File: src/rtl/axil_cmd_master.sv
// AXI4-Lite single-outstanding command master: turns a cmd/rsp stream into AW/W/B or AR/R
// transactions, with an optional abort timeout for slaves that never answer.
module axil_cmd_master #(
  parameter int unsigned ADDR_WIDTH = 32,
  parameter int unsigned DATA_WIDTH = 32,
  parameter logic [2:0]  PROT       = 3'b000,
  parameter int unsigned TIMEOUT    = 256
) (
  input  logic                    clk,
  input  logic                    rst,
  input  logic                    cmd_valid,
  output logic                    cmd_ready,
  input  logic                    cmd_write,
  input  logic [ADDR_WIDTH-1:0]   cmd_addr,
  input  logic [DATA_WIDTH-1:0]   cmd_wdata,
  input  logic [DATA_WIDTH/8-1:0] cmd_wstrb,
  output logic                    rsp_valid,
  input  logic                    rsp_ready,
  output logic [DATA_WIDTH-1:0]   rsp_rdata,
  output logic [1:0]              rsp_resp,
  output logic                    rsp_timeout,
  output logic [ADDR_WIDTH-1:0]   m_axil_awaddr,
  output logic [2:0]              m_axil_awprot,
  output logic                    m_axil_awvalid,
  input  logic                    m_axil_awready,
  output logic [DATA_WIDTH-1:0]   m_axil_wdata,
  output logic [DATA_WIDTH/8-1:0] m_axil_wstrb,
  output logic                    m_axil_wvalid,
  input  logic                    m_axil_wready,
  input  logic [1:0]              m_axil_bresp,
  input  logic                    m_axil_bvalid,
  output logic                    m_axil_bready,
  output logic [ADDR_WIDTH-1:0]   m_axil_araddr,
  output logic [2:0]              m_axil_arprot,
  output logic                    m_axil_arvalid,
  input  logic                    m_axil_arready,
  input  logic [DATA_WIDTH-1:0]   m_axil_rdata,
  input  logic [1:0]              m_axil_rresp,
  input  logic                    m_axil_rvalid,
  output logic                    m_axil_rready
);

  typedef enum logic [1:0] {StIdle, StWr, StRd, StResp} state_e;

  // Counter value seen in the last cycle before the count reaches TIMEOUT.
  localparam logic [31:0] TmoLast = 32'(TIMEOUT - 1);

  state_e                    state_q;
  logic                      awvalid_q, wvalid_q, bready_q, arvalid_q, rready_q;
  logic                      aw_done_q, w_done_q, ar_done_q;
  logic [31:0]               tmo_cnt_q;
  logic [ADDR_WIDTH-1:0]     awaddr_q, araddr_q;
  logic [DATA_WIDTH-1:0]     wdata_q, rsp_rdata_q;
  logic [DATA_WIDTH/8-1:0]   wstrb_q;
  logic                      rsp_valid_q, rsp_timeout_q;
  logic [1:0]                rsp_resp_q;

  logic aw_hs, w_hs, ar_hs, aw_done, w_done, ar_done, b_acc, r_acc, tmo_hit;

  // Handshakes completing this cycle count as done, so combinational slaves finish in one cycle.
  assign aw_hs   = awvalid_q && m_axil_awready;
  assign w_hs    = wvalid_q && m_axil_wready;
  assign ar_hs   = arvalid_q && m_axil_arready;
  assign aw_done = aw_done_q || aw_hs;
  assign w_done  = w_done_q || w_hs;
  assign ar_done = ar_done_q || ar_hs;
  assign b_acc   = bready_q && m_axil_bvalid && aw_done && w_done;
  assign r_acc   = rready_q && m_axil_rvalid && ar_done;
  assign tmo_hit = (TIMEOUT != 0) && (tmo_cnt_q == TmoLast);

  assign cmd_ready      = (state_q == StIdle) && !rst;
  assign rsp_valid      = rsp_valid_q;
  assign rsp_rdata      = rsp_rdata_q;
  assign rsp_resp       = rsp_resp_q;
  assign rsp_timeout    = rsp_timeout_q;
  assign m_axil_awaddr  = awaddr_q;
  assign m_axil_awprot  = PROT;
  assign m_axil_awvalid = awvalid_q;
  assign m_axil_wdata   = wdata_q;
  assign m_axil_wstrb   = wstrb_q;
  assign m_axil_wvalid  = wvalid_q;
  assign m_axil_bready  = bready_q;
  assign m_axil_araddr  = araddr_q;
  assign m_axil_arprot  = PROT;
  assign m_axil_arvalid = arvalid_q;
  assign m_axil_rready  = rready_q;

  always_ff @(posedge clk) begin
    if (rst) begin
      state_q       <= StIdle;
      awvalid_q     <= 1'b0;
      wvalid_q      <= 1'b0;
      bready_q      <= 1'b0;
      arvalid_q     <= 1'b0;
      rready_q      <= 1'b0;
      aw_done_q     <= 1'b0;
      w_done_q      <= 1'b0;
      ar_done_q     <= 1'b0;
      tmo_cnt_q     <= '0;
      awaddr_q      <= '0;
      araddr_q      <= '0;
      wdata_q       <= '0;
      wstrb_q       <= '0;
      rsp_valid_q   <= 1'b0;
      rsp_timeout_q <= 1'b0;
      rsp_rdata_q   <= '0;
      rsp_resp_q    <= 2'b00;
    end else begin
      unique case (state_q)
        StIdle: begin
          if (cmd_valid) begin
            tmo_cnt_q <= '0;
            aw_done_q <= 1'b0;
            w_done_q  <= 1'b0;
            ar_done_q <= 1'b0;
            if (cmd_write) begin
              awaddr_q  <= cmd_addr;
              wdata_q   <= cmd_wdata;
              wstrb_q   <= cmd_wstrb;
              awvalid_q <= 1'b1;
              wvalid_q  <= 1'b1;
              bready_q  <= 1'b1;
              state_q   <= StWr;
            end else begin
              araddr_q  <= cmd_addr;
              arvalid_q <= 1'b1;
              rready_q  <= 1'b1;
              state_q   <= StRd;
            end
          end
        end
        StWr: begin
          tmo_cnt_q <= tmo_cnt_q + 32'd1;
          aw_done_q <= aw_done;
          w_done_q  <= w_done;
          if (aw_hs) awvalid_q <= 1'b0;
          if (w_hs) wvalid_q <= 1'b0;
          // A response in the same cycle as the timeout still completes normally.
          if (b_acc || tmo_hit) begin
            awvalid_q     <= 1'b0;
            wvalid_q      <= 1'b0;
            bready_q      <= 1'b0;
            rsp_valid_q   <= 1'b1;
            rsp_rdata_q   <= '0;
            rsp_resp_q    <= b_acc ? m_axil_bresp : 2'b10;
            rsp_timeout_q <= !b_acc;
            state_q       <= StResp;
          end
        end
        StRd: begin
          tmo_cnt_q <= tmo_cnt_q + 32'd1;
          ar_done_q <= ar_done;
          if (ar_hs) arvalid_q <= 1'b0;
          if (r_acc || tmo_hit) begin
            arvalid_q     <= 1'b0;
            rready_q      <= 1'b0;
            rsp_valid_q   <= 1'b1;
            rsp_rdata_q   <= r_acc ? m_axil_rdata : '0;
            rsp_resp_q    <= r_acc ? m_axil_rresp : 2'b10;
            rsp_timeout_q <= !r_acc;
            state_q       <= StResp;
          end
        end
        StResp: begin
          if (rsp_ready) begin
            rsp_valid_q   <= 1'b0;
            rsp_timeout_q <= 1'b0;
            state_q       <= StIdle;
          end
        end
        default: state_q <= StIdle;
      endcase
    end
  end

endmodule

File: config.mk
export PLATFORM = sky130hd
export DESIGN_NAME = axil_cmd_master
export DESIGN_NICKNAME = d
export VERILOG_FILES = /design/src/rtl/axil_cmd_master.sv
export SDC_FILE = /design/constraint.sdc
export NUM_CORES = 1
export LEC_CHECK = 0
export CAP_MARGIN = 20
export CORE_MARGIN = 2
export CORE_UTILIZATION = 48
export DETAILED_ROUTE_END_ITERATION = 7
export PLACE_DENSITY_LB_ADDON = 0.05
export RECOVER_POWER = 50
export SYNTH_ARGS = -nofsm -noshare
export SYNTH_HDL_FRONTEND = slang
export SYNTH_SLANG_ARGS = --single-unit
File: constraint.sdc
create_clock -name clk -period 3.2 [get_ports clk]
set_input_delay 0.48 -clock clk [delete_from_list [all_inputs] [get_ports clk]]
set_output_delay 0.48 -clock clk [all_outputs]
set_load 0.02 [all_outputs]
==> impl_results.md <==
- DP Cell Count: approximately 1300
- CTS resizes: 0
- Largest family of logic cells by synthesized area: simple AND/OR/NAND/NOR gates
- Post-synthesis compound-gate area fraction: 11.9%
- Power per standard cell area: approximately 630 mW/mm^2
- Detail Route Antenna Nets: 0
- Sink Count: 178
- Syn Std Cell Area: around 0.0071 mm^2
- WL final: 19100 um
- Vias per std cell: 5.09
- Sequential share of the synthesized area: 50.5%
- Inserted Clock Buffers: 17
- Req. time, crit path: 2.72 ns
- Detailed placement HPWL: 13000 um
- Worst EP arrival: 2.19 ns
- Placer Congestion: between 0.7 and 0.8
- Fillers: 1219
- Nature of the critical path endpoint: output port
- Hold WC Path Type: in -> reg
- Hold Vio Cnt, Final: 0
- Period utilization: 83.4%
- Initial antenna violation count: 0
- Core footprint: approximately 0.014 mm^2
- TNS Setup: 0 ns
- Max-cap violations: 0
- CP Class: reg -> out
- RSZ-0062 raised after global routing: false
- Final core occ: 71.5%
- Synth warn: 0
- Slew headroom: 47.9%
- Antenna Cells: 0
- Worst-path clk slew: 0.07 ns
- Status: finished clean
- PortBufs: 255
- Worst clock skew: around 0.0094 ns
- Post-synth ARST share: 0%
- Largest net degree at the start of global routing: about 110
- GRT busiest layer: met2
- CTS tree: yes
- H-tree depth: 4
- GR Layer Usage met3: 9.54%
- I/O Pins: approximately 260
- Max Freq: 374 MHz
- Tmin final: 2.67 ns
- Grt met2 use: 41.1%
- Crit path max fanout: 12
- Distinct cells, synth: 48
- Syn Area/Cell: 8.16 um^2
- Max-slew violation count: 0
- Worst slew pin tran: 0.782 ns
- Yosys reg bits: 178
- Mux cell area share after synthesis: 5.25%
- Simple-gate share of the synthesized area: 23.4%
- Non-Filler Instances: 1289
- DR vias: between 6000 and 7000
- Std cell rows: 44
- Syn Inst Count: 865
- Peak VDD IR: 0.596 mV
- Met1 usage: 27.6%
- Hold_ws: 0.368 ns
- Clock Path Buffers: 2
- Die Span Y: 125 um
- CTS root buf: clkbuf_16
- Drt pass-1 iters: 6
- DRT iter0 DRCs: 379
- Final setup vio count: 0
- Startpoint class of the critical path: register
- First-pass GRT wire length: 30900 um
- Total gr overflow: 0
- GRT Util Overall: between 20% and 30%
- Die W: 125 um
- Post-synth EDFFs: 0
- Final critical-path setup slack: 0.530 ns
- Synth Area in XOR/XNOR: 3.23%
- Pre-CTS setup slack: 0.602 ns
- Static Leak: roughly 4 nW
- Nets: 1212
- Clock latency on the worst-skew pair: 0.42 ns
- Fraction of layout cells with a size suffix above 1: under 10%
- Adder-cell area share of the yosys netlist: 0.886%
- P&R area growth vs syn: 46.2%
- Remaining DRCs: 0
- Mean routed wirelength per cell: 14.8 um
- Main flop type after synthesis: dfxtp_1
- DIE AREA: 0.0157 mm^2
- Vias in the first global route: 6229
- Post-CTS Hold Buffers: 0
- Initial Util: roughly 49%
- Post-CTS Setup Inserts: 0
layout by cell type (no fill, tap or decap), types with 3 or more instances in the layout:
cell,synthesis,routed
a21oi_1,118,118
bufinv_16,0,4
xnor2_1,18,18
nor2_1,43,41
or3_1,6,6
nand3_1,10,9
nand2_1,282,282
nor3_1,9,9
and4_1,4,4
xor2_1,8,8
a31oi_1,5,5
clkdlybuf4s50_1,0,114
inv_1,13,13
buf_4,6,9
o21ai_0,9,8
conb_1,1,6
clkbuf_16,0,17
nand4_1,7,7
dfxtp_1,178,178
ha_1,5,5
dlygate4sd3_1,0,140
clkinvlp_4,0,4
nor4_1,14,14
a211oi_1,5,5
mux2i_1,37,37
or4_1,3,3
critical path, cell delays in order (launching register included):
cell	delay, ns
dfxtp_1	0.34
inv_1	0.09
ha_1	0.43
inv_1	0.16
nor2_1	0.12
clkdlybuf4s50_1	0.63
synthesized netlist by cell type (2+ instances only):
cell type    n  area [um^2]
nor3_1       9         45.0
o21ai_0      9         45.0
a31oi_1      5         31.3
nor2_1      43          161
xnor2_1     18          158
nand4_1      7         43.8
or4_1        3         22.5
dfxtp_1    178         3560
o21a_1       2         15.0
or2_2        2         12.5
nand2b_1     2         12.5
inv_1       13         48.8
o2bb2ai_1    2         17.5
mux2i_1     37          370
a211oi_1     5         37.5
buf_1        4         15.0
ha_1         5         62.6
nand3_1     10         50.1
buf_6        4         45.0
nor4_1      14         87.6
and4_1       4         35.0
clkbuf_1    47          176
xor2_1       8         70.1
nand2_1    282         1060
nand4b_1     2         17.5
buf_4        6         45.0
or3_1        6         37.5
a21oi_1    118          591
cells by family after synthesis:
logic type,Yosys count
compound gates,152
xor+xnor,26
fa+ha+maj,5
buf+inv,76
flops,178
mux,37
other cells,1
simple gates,390
worst paths after layout:
path | slack [ns] | from | endpoint | cells past startpoint
hold reg to reg | 0.45 | m_axil_araddr[20] | m_axil_araddr[20] | 2
setup reg to reg | 0.80 | tmo_cnt_q[0] | rsp_rdata[31] | 7
hold / removal | 0.37 | rst | rsp_resp[1] | 3
setup / recovery | 0.53 | state_q[0] | cmd_ready | 5
sequential cells by signal, summed over array words and instances, names as in the netlist, 2 cells and up:
name,cells
m_axil_wdata,32
rsp_resp,2
m_axil_awaddr,32
m_axil_wstrb,4
tmo_cnt_q,32
m_axil_araddr,32
rsp_rdata,32
state_q,2
power breakdown:
group | leakage, nW | internal (mW) | switching [mW]
registers | 1.44 | 2.40 | 0.0929
clock network | 0.292 | 1.33 | 0.874
logic | 2.28 | 0.744 | 1.07
total | 4.02 | 4.47 | 2.04
metal layers:
layer | routed length, um | share of wire (%)
met4 | 403 | 2.1
met1 | 7850 | 41
met5 | 0 | 0
met2 | 9270 | 49
met3 | 1520 | 8.0
layout make-up:
class	instances	area (um^2)	share of cell area, %
inverter	13	48.8	0.473
sequential	178	3560	34.5
tap	184	230	2.23
clock inverter	12	181	1.76
clock buffer	19	443	4.29
timing repair buffer	267	2670	25.8
multi-input combinational	616	3180	30.9
stage by stage:
step	area (um^2)	power, mW
after detailed placement	9670	4.42
after global placement	9670	4.41
after CTS	10300	6.62
after floorplan	7080	3.72
final	10300	6.51
after global routing	10300	6.82
No activity file was read; power rests on OpenSTA's default activity.
